<file path="src/rtl/latch_arb_pkg.sv">
// Shared types and defaults for the two-master latch write arbiter.
// Holds the FSM state encoding, requester select encoding and the winner pick helper.
package latch_arb_pkg;

   localparam int DEF_N    = 8;
   localparam int DEF_REGS = 4;
   localparam int DEF_AW   = 2;

   typedef enum logic [1:0] {
      IDLE = 2'd0,
      LOAD = 2'd1,
      ACK  = 2'd2
   } arb_state_t;

   typedef enum logic {
      SEL_A = 1'b0,
      SEL_B = 1'b1
   } req_sel_t;

   // Only meaningful when at least one request is up; on a tie the
   // requester not served last wins, unless rotation is disabled.
   function automatic req_sel_t pick_winner(input logic a, input logic b,
                                            input req_sel_t last, input logic rr_en);
      if (a && b)
         return (rr_en && (last == SEL_A)) ? SEL_B : SEL_A;
      return b ? SEL_B : SEL_A;
   endfunction

endpackage

</file>
<file path="src/rtl/latch_addr_decode.sv">
// Samples address + enable at the grant edge and drives a registered one-hot
// load vector, plus a registered pulse when the address is beyond the bank.
module latch_addr_decode
   import latch_arb_pkg::*;
#(
   parameter int AW   = DEF_AW,
   parameter int REGS = DEF_REGS
) (
   input  logic            clk,
   input  logic            clr,
   input  logic            en,
   input  logic [AW-1:0]   addr,
   output logic [REGS-1:0] load,
   output logic            out_of_range
);

   logic [REGS-1:0] hit;
   logic            oor;

   always_comb begin
      hit = '0;
      for (int i = 0; i < REGS; i++)
         hit[i] = en && (addr == AW'(i));
      oor = en && (int'(addr) >= REGS);
   end

   always_ff @(posedge clk or negedge clr) begin
      if (!clr) begin
         load         <= '0;
         out_of_range <= 1'b0;
      end else begin
         load         <= hit;
         out_of_range <= oor;
      end
   end

endmodule

</file>
<file path="src/rtl/latch_write_arbiter.sv">
// Two-master write arbiter for a bank of load-enabled latches (A = Z80/S100 I/O, B = boot sequencer).
// Define LATCH_ARB_RR_EN for round-robin ties; otherwise A always wins ties.
module latch_write_arbiter
   import latch_arb_pkg::*;
#(
   parameter int N    = DEF_N,
   parameter int REGS = DEF_REGS,
   parameter int AW   = DEF_AW
) (
   input  logic            clk,
   input  logic            clr,
   input  logic            a_req,
   input  logic [AW-1:0]   a_addr,
   input  logic [N-1:0]    a_data,
   output logic            a_ack,
   input  logic            b_req,
   input  logic [AW-1:0]   b_addr,
   input  logic [N-1:0]    b_data,
   output logic            b_ack,
   output logic [REGS-1:0] load,
   output logic [N-1:0]    wdata,
   output logic            busy,
   output logic            addr_err,
   output arb_state_t      state_dbg
);

   // Handshake: four-phase. A requester raises req with addr/data stable,
   // sees ack after its load strobe, drops req, and ack falls at the first
   // edge that samples req low. A new grant can happen on the following edge.

   arb_state_t    state;
   req_sel_t      sel;
   req_sel_t      win;
   logic          grant;
   logic          oor_pulse;
   logic [AW-1:0] gaddr;

`ifdef LATCH_ARB_RR_EN
   req_sel_t last;
   assign win = pick_winner(a_req, b_req, last, 1'b1);
`else
   assign win = pick_winner(a_req, b_req, SEL_A, 1'b0);
`endif

   assign grant     = (state == IDLE) && (a_req || b_req);
   assign gaddr     = (win == SEL_B) ? b_addr : a_addr;
   assign state_dbg = state;

   latch_addr_decode #(
      .AW   (AW),
      .REGS (REGS)
   ) u_decode (
      .clk          (clk),
      .clr          (clr),
      .en           (grant),
      .addr         (gaddr),
      .load         (load),
      .out_of_range (oor_pulse)
   );

   always_ff @(posedge clk or negedge clr) begin
      if (!clr) begin
         state    <= IDLE;
         sel      <= SEL_A;
         wdata    <= '0;
         a_ack    <= 1'b0;
         b_ack    <= 1'b0;
         busy     <= 1'b0;
         addr_err <= 1'b0;
`ifdef LATCH_ARB_RR_EN
         last     <= SEL_B;
`endif
      end else begin
         if (oor_pulse)
            addr_err <= 1'b1;
         case (state)
            IDLE: begin
               if (grant) begin
                  sel   <= win;
                  wdata <= (win == SEL_B) ? b_data : a_data;
                  busy  <= 1'b1;
                  state <= LOAD;
`ifdef LATCH_ARB_RR_EN
                  last  <= win;
`endif
               end
            end
            LOAD: begin
               a_ack <= (sel == SEL_A);
               b_ack <= (sel == SEL_B);
               state <= ACK;
            end
            ACK: begin
               if (!((sel == SEL_B) ? b_req : a_req)) begin
                  a_ack <= 1'b0;
                  b_ack <= 1'b0;
                  busy  <= 1'b0;
                  state <= IDLE;
               end
            end
            default: begin
               a_ack <= 1'b0;
               b_ack <= 1'b0;
               busy  <= 1'b0;
               state <= IDLE;
            end
         endcase
      end
   end

endmodule

</file>
<file path="config.mk">
export PLATFORM = sky130hd
export DESIGN_NAME = latch_write_arbiter
export DESIGN_NICKNAME = d
export VERILOG_FILES = /design/src/rtl/latch_arb_pkg.sv /design/src/rtl/latch_addr_decode.sv /design/src/rtl/latch_write_arbiter.sv
export SDC_FILE = /design/constraint.sdc
export NUM_CORES = 1
export LEC_CHECK = 0
export BUFFER_PORTS_ARGS = -buffer_cell sky130_fd_sc_hd__buf_4
export CAP_MARGIN = 15
export CORE_UTILIZATION = 35
export DETAILED_ROUTE_END_ITERATION = 16
export GPL_TIMING_DRIVEN = 0
export PLACE_DENSITY_LB_ADDON = 0.15
export REMOVE_ABC_BUFFERS = 1
export SLEW_MARGIN = 40
export SYNTH_ARGS = -nofsm -noshare
export SYNTH_HDL_FRONTEND = slang
export SYNTH_SLANG_ARGS = --single-unit
</file>
<file path="constraint.sdc">
create_clock -name clk -period 1.9 [get_ports clk]
set_input_delay 0.095 -clock clk [delete_from_list [all_inputs] [get_ports clk]]
set_output_delay 0.095 -clock clk [all_outputs]
set_load 0.01 [all_outputs]
</file>
==> impl_metrics.ini <==
[grt]
grt_pass1_wl_um = 2642
grt_usage_pct = 13.32
grt_pass1_vias = 613
antenna_found_initial = 0
grt_max_degree = 19
gr-total-overflow = 0

[place]
dp.cells = 144
placed_area_um2 = 1231
gp_congestion = 0.7734
dp_hpwl_um = 1277
io_buffers = 40
place_ws_ns = 0.5127

[clock_tree]
clock_path_buffers = 2
htree_levels = 1
cts_sinks = 18
ctsResizeCount = 0
cts_buffers = 3
clock_latency_ns = 0.28
cts_tree = done
path_clk_slew_ns = 0.10
clock-root-buffer = clkbuf_4

[synth]
synth_top_family_by_area = multiplexers
synth-compound-area-share_pct = 11.87
syn_area_per_cell_um2 = 11.76
synth_simple_gate_area_share_pct = 10.37
ys_ff_latch = 18
synth_edf_count = 0
netlist_instances = 78
yosys_warnings = 0
synth_adder_area_share_pct = 0
synth_area_um2 = 917.1
ys_seq_area_share_pct = 49.11
postSynth.asyncResetShare_pct = 100.0
muxShareOfSynthArea_pct = 23.19
synth_xor_area_share_pct = 0
ys_types = 28
synthFlopType = dfrtp_1

[floorplan]
initial_core_util_pct = 37.02
die-area_um2 = 2829
io_pins = 42
fp.coreArea_um2 = 2477
fp.dieW_um = 53.19
fp.dieH_um = 53.19
num_rows = 18

[worst_setup_path]
ff2ff_path_depth = 3
critPathLaunchType = register
rr_startpoint = state_dbg[1]
required_ns = 2.08
path_delay_family = flip-flops
endpoint_kind = register
rr_endpoint = wdata[3]
cp_max_fo = 13
crit_cells = 3
worst-path-buf-inv = 0
path_cells = nor2_1 -> o21ai_2 -> mux2_2
r2r_setup_slack_ns = 0.52
critical_path_class = register to register
cp_slowest_stage_delay_ns = 0.49
arrival_ns = 1.56
crit_slowest_cell = dfrtp_1

[min_path]
min_from = a_req
min_path_cells = 2
hp-class = primary input to register
hold_end = sel

[sta]
fin_crit_sh_pct = 72.46
tns_ns = 0
hold_violations = 0
finalWorstSetupSlack_ns = 0.5233
worst_pin_slew_ns = 0.6356
final-max-slew-violation-count = 0
clock_skew_ns = 0.004051
fmax_ghz = 0.7264
whs_ns = 0.04354
slew_headroom_pct = 57.62
setup-violations-final = 0
period_minus_slack_ns = 1.377
rsz0062_at_grt = no

[finish]
layout-drive-gt1-share_pct = 52.54
final_util_pct = 51.01
antennaDiodeCount = 0
finalNonFillerCells = 148
num-nets-final = 144
fillers = 239
fin_area_um2 = 1264
syn2layout_area_growth_pct = 37.79

[detailed_routing]
ant_nets = 0
viasPerCell = 4.966
dr.first_iter.drc_count = 9
drt_first_pass_iters = 4
wl_per_cell_um = 11.52
wirelength_um = 1705
drc = 0
vias = 735

[power_and_ir_drop]
ir_drop_mv = 0.6792
combPwrFrac_pct = 46.6
p_sw_share_pct = 34.23
total_leakage_power_nw = 0.6200
switching_power_uw = 542.3
internal_power_mw = 1.042
p_total_mw = 1.584
powerDensity_nw_per_um2 = 1254
clkPwrFrac_pct = 11.6
seq_power_share_pct = 41.8

[run]
max_cap_violations = 0

[status]
status = complete, no violations
[state kept, by name, indices dropped and copies added (netlist names)]
signal,flops
state_dbg,2
busy,1
wdata,8
b_ack,1
u_decode.load,4
sel,1
a_ack,1
[layer usage]
layer	vias up	wire, µm	global-route usage, %
met3	2	84	2.874
met5	-	0	0
met4	0	12	7.895
met1	354	778	16.75
met2	22	829	20.68
li1	357	-	-
[layout by cell type (no fill, tap or decap), drive strengths merged]
cell         count
buf             40
dfrtp           18
mux2            16
a21oi            7
inv              5
nand3b           4
clkbuf           3
o21ai            3
or3              2
nor2b            2
nor2             2
nand3            2
nand2            2
nand2b           2
a311o            1
mux2i            1
o21bai           1
a21boi           1
a31oi            1
o32ai            1
a31o             1
a32o             1
conb             1
dlygate4sd3      1
[logic make-up (layout without fill, tap and decap cells)]
logic type,after synthesis,after routing
AOI/OAI and AO/OA,17,17
muxes,17,17
DFF,18,18
buffers and inverters,9,49
and+or+nand+nor,16,16
other,1,1
[power groups by stage]
stage               Combinational (mW)  Clock, mW  Sequential, mW
finish                           0.739      0.183           0.662
floorplan                        0.345          0           0.724
global route                     0.813      0.213           0.691
CTS                              0.753      0.195           0.664
detailed placement               0.751          0           0.672
global placement                 0.734          0           0.667
[final cells by class]
| class | count | area [µm²] | share of cell area, % |
|---|---|---|---|
| Multi-Input combinational cell | 51 | 424.2 | 33.56 |
| Inverter | 5 | 18.77 | 1.485 |
| Sequential cell | 18 | 450.4 | 35.64 |
| Timing Repair Buffer | 41 | 310.3 | 24.55 |
| Clock buffer | 3 | 22.52 | 1.782 |
| Tap cell | 30 | 37.54 | 2.970 |
[timing repair]
item,4_1_cts,5_1_grt
hold buffers,1,0
hold endpoints to repair,18,0
buffers inserted,0,0
[cell usage after synthesis (2+ instances only)]
master | n | area share (%)
mux2_4 | 6 | 9.8
nand3_1 | 2 | 1.1
nand3b_1 | 4 | 3.3
inv_1 | 5 | 2.0
nand2_1 | 2 | 0.82
o21ai_0 | 2 | 1.1
mux2_2 | 10 | 12
nor2b_1 | 2 | 1.4
dfrtp_1 | 18 | 49
nor2_1 | 2 | 0.82
a21oi_1 | 7 | 3.8
or3_1 | 2 | 1.4
[worst max path at each step]
stage                      start  endpoint  slack (ns)
floorplan           state_dbg[1]  wdata[0]        0.42
global placement    state_dbg[1]  wdata[4]        0.22
detailed placement  state_dbg[1]  wdata[3]        0.51
CTS                 state_dbg[1]  wdata[3]        0.51
global route        state_dbg[1]  wdata[2]        0.43
finish              state_dbg[1]  wdata[3]        0.52
Power figures use the tool's default switching activity.
